[config.mk]
export PLATFORM = sky130hd
export DESIGN_NAME = button_debounce
export DESIGN_NICKNAME = d
export VERILOG_FILES = /design/src/rtl/button_pkg.sv /design/src/rtl/sync_2ff.sv /design/src/rtl/button_debounce.sv
export SDC_FILE = /design/constraint.sdc
export NUM_CORES = 1
export LEC_CHECK = 0
export CELL_PAD_IN_SITES_DETAIL_PLACEMENT = 1
export CELL_PAD_IN_SITES_GLOBAL_PLACEMENT = 2
export CORE_MARGIN = 2
export CORE_UTILIZATION = 25
export DETAILED_ROUTE_END_ITERATION = 6
export GPL_TIMING_DRIVEN = 0
export PLACE_DENSITY = 0.65
export SLEW_MARGIN = 20
export SYNTH_ARGS = -nofsm -noshare
export SYNTH_HDL_FRONTEND = slang
export SYNTH_SLANG_ARGS = --single-unit
[constraint.sdc]
create_clock -name clk -period 2.2 [get_ports clk]
set_clock_uncertainty 0.1 [all_clocks]
set_input_delay 0.44 -clock clk [delete_from_list [all_inputs] [get_ports clk]]
set_output_delay 0.44 -clock clk [all_outputs]
set_load 0.005 [all_outputs]
[src/rtl/button_pkg.sv]
// Shared types and default timing constants for the button conditioning block.
package button_pkg;

  typedef enum logic [1:0] {
    StReleased    = 2'd0,
    StPressPend   = 2'd1,
    StPressed     = 2'd2,
    StReleasePend = 2'd3
  } btn_state_e;

  // Short values keep simulation fast; board values assume a 100 MHz clock.
  localparam int unsigned SimDebounceCycles    = 4;
  localparam int unsigned SimLongPressCycles   = 20;
  localparam int unsigned BoardDebounceCycles  = 1_000_000;
  localparam int unsigned BoardLongPressCycles = 100_000_000;

endpackage

[src/rtl/sync_2ff.sv]
// Single-bit two-flop synchroniser with a configurable reset value.
module sync_2ff #(
  parameter logic ResetValue = 1'b0
) (
  input  logic clk,
  input  logic rst_n,
  input  logic d,
  output logic q
);

  logic stage1_q, stage2_q;

  always_ff @(posedge clk or negedge rst_n) begin
    if (!rst_n) begin
      stage1_q <= ResetValue;
      stage2_q <= ResetValue;
    end else begin
      stage1_q <= d;
      stage2_q <= stage1_q;
    end
  end

  assign q = stage2_q;

endmodule

[src/rtl/button_debounce.sv]
// Push-button conditioner: synchronise, debounce, and report press/release/long-press events.
module button_debounce
  import button_pkg::*;
#(
  parameter int unsigned DEBOUNCE_CYCLES   = 1000,
  parameter int unsigned LONG_PRESS_CYCLES = 5000,
  parameter int unsigned COUNT_WIDTH       = 16,
  parameter bit          ACTIVE_LOW        = 1'b0
) (
  input  logic                   clk,
  input  logic                   rst_n,
  input  logic                   btn_raw,
  output logic                   btn_level,
  output logic                   press_pulse,
  output logic                   release_pulse,
  output logic                   long_pulse,
  output logic [COUNT_WIDTH-1:0] press_count
);

  localparam int unsigned CntW = $clog2(LONG_PRESS_CYCLES + 1);

  localparam logic [CntW-1:0] DebLast  = CntW'(DEBOUNCE_CYCLES - 1);
  localparam logic [CntW-1:0] LongPre  = CntW'(LONG_PRESS_CYCLES - 2);
  localparam logic [CntW-1:0] LongMax  = CntW'(LONG_PRESS_CYCLES);

  logic pin_sync, btn_sync;

  sync_2ff #(
    .ResetValue(ACTIVE_LOW)
  ) u_sync (
    .clk  (clk),
    .rst_n(rst_n),
    .d    (btn_raw),
    .q    (pin_sync)
  );

  assign btn_sync = pin_sync ^ ACTIVE_LOW;

  btn_state_e             state_q, state_d;
  logic [CntW-1:0]        stable_cnt_q, stable_cnt_d;
  logic [CntW-1:0]        hold_cnt_q, hold_cnt_d;
  logic [COUNT_WIDTH-1:0] press_count_q, press_count_d;
  logic                   btn_level_q, btn_level_d;
  logic                   press_pulse_q, press_pulse_d;
  logic                   release_pulse_q, release_pulse_d;
  logic                   long_pulse_q, long_pulse_d;

  always_ff @(posedge clk or negedge rst_n) begin
    if (!rst_n) begin
      state_q         <= StReleased;
      stable_cnt_q    <= '0;
      hold_cnt_q      <= '0;
      press_count_q   <= '0;
      btn_level_q     <= 1'b0;
      press_pulse_q   <= 1'b0;
      release_pulse_q <= 1'b0;
      long_pulse_q    <= 1'b0;
    end else begin
      state_q         <= state_d;
      stable_cnt_q    <= stable_cnt_d;
      hold_cnt_q      <= hold_cnt_d;
      press_count_q   <= press_count_d;
      btn_level_q     <= btn_level_d;
      press_pulse_q   <= press_pulse_d;
      release_pulse_q <= release_pulse_d;
      long_pulse_q    <= long_pulse_d;
    end
  end

  always_comb begin
    state_d         = state_q;
    stable_cnt_d    = stable_cnt_q;
    hold_cnt_d      = hold_cnt_q;
    press_count_d   = press_count_q;
    press_pulse_d   = 1'b0;
    release_pulse_d = 1'b0;
    long_pulse_d    = 1'b0;

    unique case (state_q)
      StReleased: begin
        if (btn_sync) begin
          state_d      = StPressPend;
          stable_cnt_d = CntW'(1);
        end
      end
      StPressPend: begin
        if (!btn_sync) begin
          state_d      = StReleased;
          stable_cnt_d = '0;
        end else if (stable_cnt_q == DebLast) begin
          state_d       = StPressed;
          stable_cnt_d  = '0;
          hold_cnt_d    = '0;
          press_pulse_d = 1'b1;
          press_count_d = press_count_q + COUNT_WIDTH'(1);
        end else begin
          stable_cnt_d = stable_cnt_q + CntW'(1);
        end
      end
      StPressed: begin
        if (!btn_sync) begin
          state_d      = StReleasePend;
          stable_cnt_d = CntW'(1);
        end
      end
      StReleasePend: begin
        if (btn_sync) begin
          state_d      = StPressed;
          stable_cnt_d = '0;
        end else if (stable_cnt_q == DebLast) begin
          state_d         = StReleased;
          stable_cnt_d    = '0;
          hold_cnt_d      = '0;
          release_pulse_d = 1'b1;
        end else begin
          stable_cnt_d = stable_cnt_q + CntW'(1);
        end
      end
      default: state_d = StReleased;
    endcase

    // Hold time runs through release bounces; saturation makes long_pulse one-shot.
    if ((state_q == StPressed || state_q == StReleasePend) && state_d != StReleased &&
        hold_cnt_q != LongMax) begin
      hold_cnt_d = hold_cnt_q + CntW'(1);
      if (hold_cnt_q == LongPre) begin
        long_pulse_d = 1'b1;
      end
    end

    btn_level_d = (state_d == StPressed) || (state_d == StReleasePend);
  end

  assign btn_level     = btn_level_q;
  assign press_pulse   = press_pulse_q;
  assign release_pulse = release_pulse_q;
  assign long_pulse    = long_pulse_q;
  assign press_count   = press_count_q;

endmodule

==> results.yml, run 1 <==
timing:
  fmax_mhz: 432
  drv_slew: 0
  rsz0062_at_grt: "yes"
  timing.slew.headroom_pct: 56.5
  fin_crit_ns: 2.32
  finalSetupViolations: 20
  hold_violations: 0
  setup_slack_ns: -0.116
  worst_pin_slew_ns: 0.653
  finalSetupTns_ns: -1.36
  period_share_pct: 105
floorplanning:
  ios: 23
  rows: 35
  core_um2: 9280
  start_util_pct: 25.9
  dieArea_um2: 10400
  die_w_um: 102
  die_y_um: 102
global_routing:
  track_usage_pct: 12.2
  grt_pass1_wl_mm: 10.1
  grt_max_degree: 50
  grt_pass1_vias: 2021
  antenna_found_initial: 0
  grt_overflow: 0
clock_network:
  cts_root_buf: "clkbuf_8"
  clock_latency_ns: 0.30
  cts-htree-levels: 2
  cts_sinks: 49
  cts_tree: "built"
  cts_max_path_buffers: 2
  ctsHoldBuffers: 0
  clkSlewWorstSetupHoldPaths_ns: 0.10
  cts_buffers: 5
synthesis:
  synth_edf_count: 0
  ys_types: 42
  synth_top_flop_cell: "dfrtp_1"
  ys_warn_count: 0
  yosysTopAreaCellShare_pct: 51.1
  syn-num-nets: 245
  yosys.area.top_type: "dfrtp_1"
  syn-instance-count: 237
  netlist_area_um2: 2400
  ys_ff_latch: 49
  yosys-top-cells-area: "dfrtp_1 (51%), xnor2_1 (4.7%), nand3_1 (4.2%)"
  async_flop_share_pct: 100
  syn_area_per_cell_um2: 10.1
  ys_seq_area_share_pct: 51.1
finish:
  drive_gt1_share_pct: 18.0
  stdcell_count: 413
  num_antenna_cells: 0
  fill_cells: 1084
  final_util_pct: 33.6
  layout.nets: 291
  synthToLayoutAreaGrowth_pct: 30.0
pwr:
  p_sw_share_pct: 22.8
  power_density_nw_per_um2: 544
  p_switching_uw: 388
  total_power_uw: 1700
  pwr-share-clk_pct: 40.8
  p_leak_uw: 0.00130
  vdd_ir_drop_max_mv: 0.218
  pwr-share-seq_pct: 54.6
  internal_power_uw: 1310
  pwr-share-comb_pct: 4.5
routing:
  drcViolationCount: 0
  firstDrtPassIters: 4
  ant_nets: 0
  routed_wl_mm: 5.90
  drt-wirelength-per-cell_um: 14.3
  vias: 1924
  viasPerCell: 4.66
  drt_first_iter_violations: 29
worst_setup_path:
  start_kind: "flop"
  required_ns: 2.29
  cp_max_fo: 6
  worstSetupPathType: "reg2reg"
  arrival_ns: 2.41
  end_kind: "flop"
run_status:
  violations: "setup timing"
  status: "finished, violations left"
place:
  gp_congestion: 0.750
  portBuffers: 22
  dpl_worst_slack_ns: -0.620
  dp_cells: 388
  hpwl_mm: 3.87
job:
  max_cap_violations: 0
worst_hold_path:
  hp-class: "in2async"
-- final timing paths --
| path | start | to | slack, ns | depth (start not counted) |
|---|---|---|---|---|
| hold reg to reg | u_sync.stage1_q | u_sync.q | 0.26 | 0 |
| hold / removal | rst_n | hold_cnt_q[6] | 0.05 | 1 |
| min in group clk | u_sync.stage1_q | u_sync.q | 0.26 | 0 |
| max in group asynchronous | rst_n | stable_cnt_q[0] | 1.47 | 1 |
| setup reg to reg | stable_cnt_q[11] | hold_cnt_q[5] | -0.12 | 6 |
| setup / recovery | stable_cnt_q[11] | hold_cnt_q[5] | -0.12 | 6 |
-- cells in the final DEF, fill, tap and decap left out, types with 5 or more instances in the layout --
cell type        instances
nor2_1                  19
or3_1                    5
dfrtp_1                 47
nand4_1                  7
o21ai_0                  8
nand2_1                 22
a31oi_1                  5
nor3_1                   5
xnor2_1                 13
buf_4                   20
xor2_1                  10
a21oi_1                  7
inv_1                    7
nand3_1                 20
clkdlybuf4s50_1         21
clkbuf_8                 6
-- flip-flops by register name, summed over array words and instances, names as in the netlist --
signal / cells
btn_level: 1
hold_cnt_q: 13
u_sync.q: 1
state_q: 1
long_pulse: 1
press_count: 16
stable_cnt_q: 13
u_sync.stage1_q: 1
release_pulse: 1
press_pulse: 1
-- stage by stage --
step / cell area, um^2 / hold slack (ns)
2_1_floorplan: 2430 / 0.0444
3_3_place_gp: 2810 / 0.236
3_5_place_dp: 2810 / 0.237
4_1_cts: 3050 / 0.0879
5_1_grt: 3120 / 0.106
6_report: 3120 / 0.0496
-- timing repair --
action,4_1_cts,5_1_grt
endpoints found under the setup margin,42,32
setup buffers,12,6
pin swaps,5,2
cloned,1,0
resized for setup,12,9
-- power groups by stage --
stage,Combinational (uW),Sequential (uW),Clock [uW]
detailed placement,67.0,944,0
finish,77.1,927,693
CTS,77.1,924,709
floorplan,33.5,939,0
global placement,67.3,944,0
global route,89.7,929,744
-- kinds of logic after synthesis --
kind of cell	after synthesis	share of synthesized area, %
DFF	49	51.1
xor gates and xnor gates	24	8.75
adders and majority gates	5	2.61
AOI/OAI and AO/OA	34	9.12
and+or+nand+nor	109	24.4
muxes	4	1.72
buffers and inverters	12	2.35
-- critical path, stage by stage, from the launching register on --
cell and delay, ns:
dfrtp_1 0.39, or4b_4 0.58, or4_4 0.54, o211ai_4 0.27
buf_6 0.16, nor3_1 0.06, mux2i_1 0.12
-- metal layers --
layer	share of wire (%)	global-route usage [%]
met1	53	17.7
met2	44	19.0
met3	2.5	2.26
met4	0.83	2.87
met5	0	0
-- Yosys cell counts (4+ instances only) --
master and instances:
a31oi_1 5, o21ai_0 9, or3_1 5, and3_1 4, nor2_1 20, a21oi_1 7
nand4_1 7, inv_1 7, nand2_1 24, nor3_1 5, nand3_1 20, xnor2_1 13
o31ai_1 4, dfrtp_1 49, xor2_1 11, a22o_1 4, ha_1 5
-- area by class of cell --
cell class              instances  area [um^2]  share of cell area [%]
well taps                     129          161                    5.17
flip-flops and latches         49         1230                    39.4
clock buffers                   7         86.3                    2.77
clock inverters                 1         30.0                   0.962
repair buffers                 41          364                    11.7
multi-input cells             176         1200                    38.5
plain buffers                   3         22.5                   0.721
inverters                       7         26.3                   0.842
(Power assumes the default switching activity.)
==> run 2, diff against run 1 <==
ABC_AREA = 1   (was default)
GPL_TIMING_DRIVEN = 1   (was 0)
PLACE_DENSITY = 0.69   (was 0.65)
SLEW_MARGIN = default   (was 20)
==> run 2 against run 1 <==
The run now ends clean; cell count grew 37%; count of clock-buffer cells in the layout is the same; critical path depth shrank 5; sequential share of layout area shrank 3.5 points; setup slack gained 0.46 ns; sequential power shrank 1%; sequential cell count is the same; first-iteration DRC count grew 140%; synthesized cell count grew 65%; die area grew 19%; combinational power shrank 20%.
==> results.yml, run 2 <==
run_status:
  status: "finished, final reports clean"
synthesis:
  synth_top_flop_cell: "dfrtp_1"
  netlist_area_um2: 2870
  synthMostInstantiatedCell: "nand2_1"
  yosys-top-cells-area: "dfrtp_1 (43%), nand2_1 (17%), nand3_1 (6.1%)"
  syn_area_per_cell_um2: 7.32
  async_flop_share_pct: 100
  ys_warn_count: 0
  yosysTopAreaCellShare_pct: 42.8
  syn-instance-count: 392
  ys_types: 28
  ys_top_cells_by_count: "nand2_1 (130), dfrtp_1 (49), nor2_1 (46)"
  yosys.area.top_type: "dfrtp_1"
  synth_edf_count: 0
  ys_seq_area_share_pct: 42.8
  syn-num-nets: 400
  ys_ff_latch: 49
job:
  max_cap_violations: 0
worst_setup_path:
  worstSetupPathType: "reg2out"
  regToRegSetupSlack_ns: 0.38
  crit_family: "buffers and inverters"
  reg2regPathDepth: 11
  cpMaxStageDelayCell: "clkdlybuf4s50_1"
  worstSetupEndpoint: "press_count[0]"
  crit_path_max_incr_delay_ns: 0.55
  arrival_ns: 1.31
  cp_max_fo: 6
  cp-startpoint: "press_count[0]"
  worstSetupPathDepth: 1
  rr_endpoint: "hold_cnt_q[2]"
  start_kind: "flop"
  end_kind: "primary output"
  reg2reg_from: "stable_cnt_q[0]"
  path_buf_inv: 1
  path_cells: "clkdlybuf4s50_1"
  required_ns: 1.66
floorplanning:
  core_um2: 11300
  die_y_um: 111
  rows: 39
  dieArea_um2: 12300
  start_util_pct: 25.3
  die_w_um: 111
  ios: 23
pwr:
  pwr-share-clk_pct: 44.7
  pwr-share-seq_pct: 51.8
  internal_power_uw: 1350
  p_leak_uw: 0.00155
  p_switching_uw: 420
  p_sw_share_pct: 23.7
  power_density_nw_per_um2: 519
  pwr-share-comb_pct: 3.5
  vdd_ir_drop_max_mv: 0.290
clock_network:
  cts_root_buf: "clkbuf_16"
  ctsHoldBuffers: 0
  clock_latency_ns: 0.30
  post_cts_buffers: 0
  cts_max_path_buffers: 2
  cts_sinks: 49
  cts_tree: "built"
  cts_buffers: 5
  cts-htree-levels: 2
  clkSlewWorstSetupHoldPaths_ns: 0.07
  cts-resized-gates: 0
timing:
  period_share_pct: 84.2
  setup_slack_ns: 0.347
  drv_slew: 0
  finalSetupViolations: 0
  hold_violations: 0
  timing.slew.headroom_pct: 75.1
  fmax_mhz: 540
  fin_crit_ns: 1.85
  finalSetupTns_ns: 0
  rsz0062_at_grt: "no"
  worst_pin_slew_ns: 0.372
place:
  place_area_um2: 3280
  portBuffers: 22
  hpwl_mm: 5.39
  dpl_worst_slack_ns: 0.365
  gp_congestion: 0.742
routing:
  drt_first_iter_violations: 70
  viasPerCell: 4.43
  drcViolationCount: 0
  routed_wl_mm: 7.40
  drt-wirelength-per-cell_um: 13.1
  firstDrtPassIters: 4
  vias: 2505
  ant_nets: 0
global_routing:
  antenna_found_initial: 0
  grt_pass1_wl_mm: 13.0
  grt_max_degree: 50
  grt_overflow: 0
  track_usage_pct: 13.2
  grt_pass1_vias: 2639
finish:
  fill_cells: 1398
  final_cell_area_um2: 3420
  layout_commonest_cell: "nand2_1"
  synthToLayoutAreaGrowth_pct: 19.1
  largest_reg_flops: 16
  drive_gt1_share_pct: 6.87
  layout.nets: 429
  final_cell_mix: "nand2_1 (130), dfrtp_1 (49), nor2_1 (46)"
  final_util_pct: 30.2
  num_antenna_cells: 0
worst_hold_path:
  hp-class: "in2async"
==> run 2: changes by cell type after synthesis, moves of 4 or more <==
cell,delta
nand3_1,+15
a21oi_1,-6
nor2_1,+26
a22o_1,-4
xor2_1,+9
a31oi_1,-5
inv_1,+34
inv_2,+6
o21ai_1,+5
o21ai_0,+4
xnor2_1,-6
nand2_1,+106
or3_1,-5
==> run 2: power by group through the flow <==
stage,clock network (uW),logic (uW),registers [uW]
2_1_floorplan,0,27.5,934
3_3_place_gp,0,65.0,936
3_5_place_dp,0,65.0,936
4_1_cts,831,65.5,918
5_1_grt,858,71.8,920
6_report,792,61.8,918
==> run 2: worst min-delay path by stage <==
stage | slack, ns | end | cells past startpoint | from
6_report | 0.02 | hold_cnt_q[0] | 2 | rst_n
3_5_place_dp | 0.24 | u_sync.q | 0 | u_sync.stage1_q
4_1_cts | 0.03 | stable_cnt_q[8] | 2 | rst_n
3_3_place_gp | 0.23 | u_sync.q | 0 | u_sync.stage1_q
2_1_floorplan | 0.04 | btn_level | 0 | rst_n
5_1_grt | 0.04 | long_pulse | 2 | rst_n
==> run 2: cells by family after synthesis <==
kind of cell / after synthesis / synth area share [%]
flops: 49 / 42.8
fa+ha+maj: 5 / 2.18
buf+inv: 53 / 7.59
compound gates: 23 / 4.28
simple gates: 235 / 34.9
xor+xnor: 27 / 8.25
==> run 2: area by class of cell <==
type	instances	area (um^2)	area share, %
timing repair buffer	27	265	7.77
clock inverter	1	7.51	0.220
multi-input combinational	290	1420	41.7
inverter	48	181	5.31
tap	143	179	5.24
clock buffer	7	133	3.88
sequential	49	1230	35.9
==> run 2: through the flow <==
stage	std cells	hold slack, ns	power [uW]
after global placement	557	0.235	1000
after floorplan	392	0.0444	961
after detailed placement	557	0.236	1000
final	565	0.0186	1770
after CTS	565	0.0274	1810
after global routing	565	0.0381	1850
==> run 2: metal layers <==
metal	track usage [%]	vias up	part of all wire [%]	routed length [um]
met5	0	-	0	0
met4	4.12	0	1.5	110
met3	3.83	8	2.7	203
met2	21.3	20	46	3420
met1	17.1	1195	50	3670
li1	-	1282	-	-
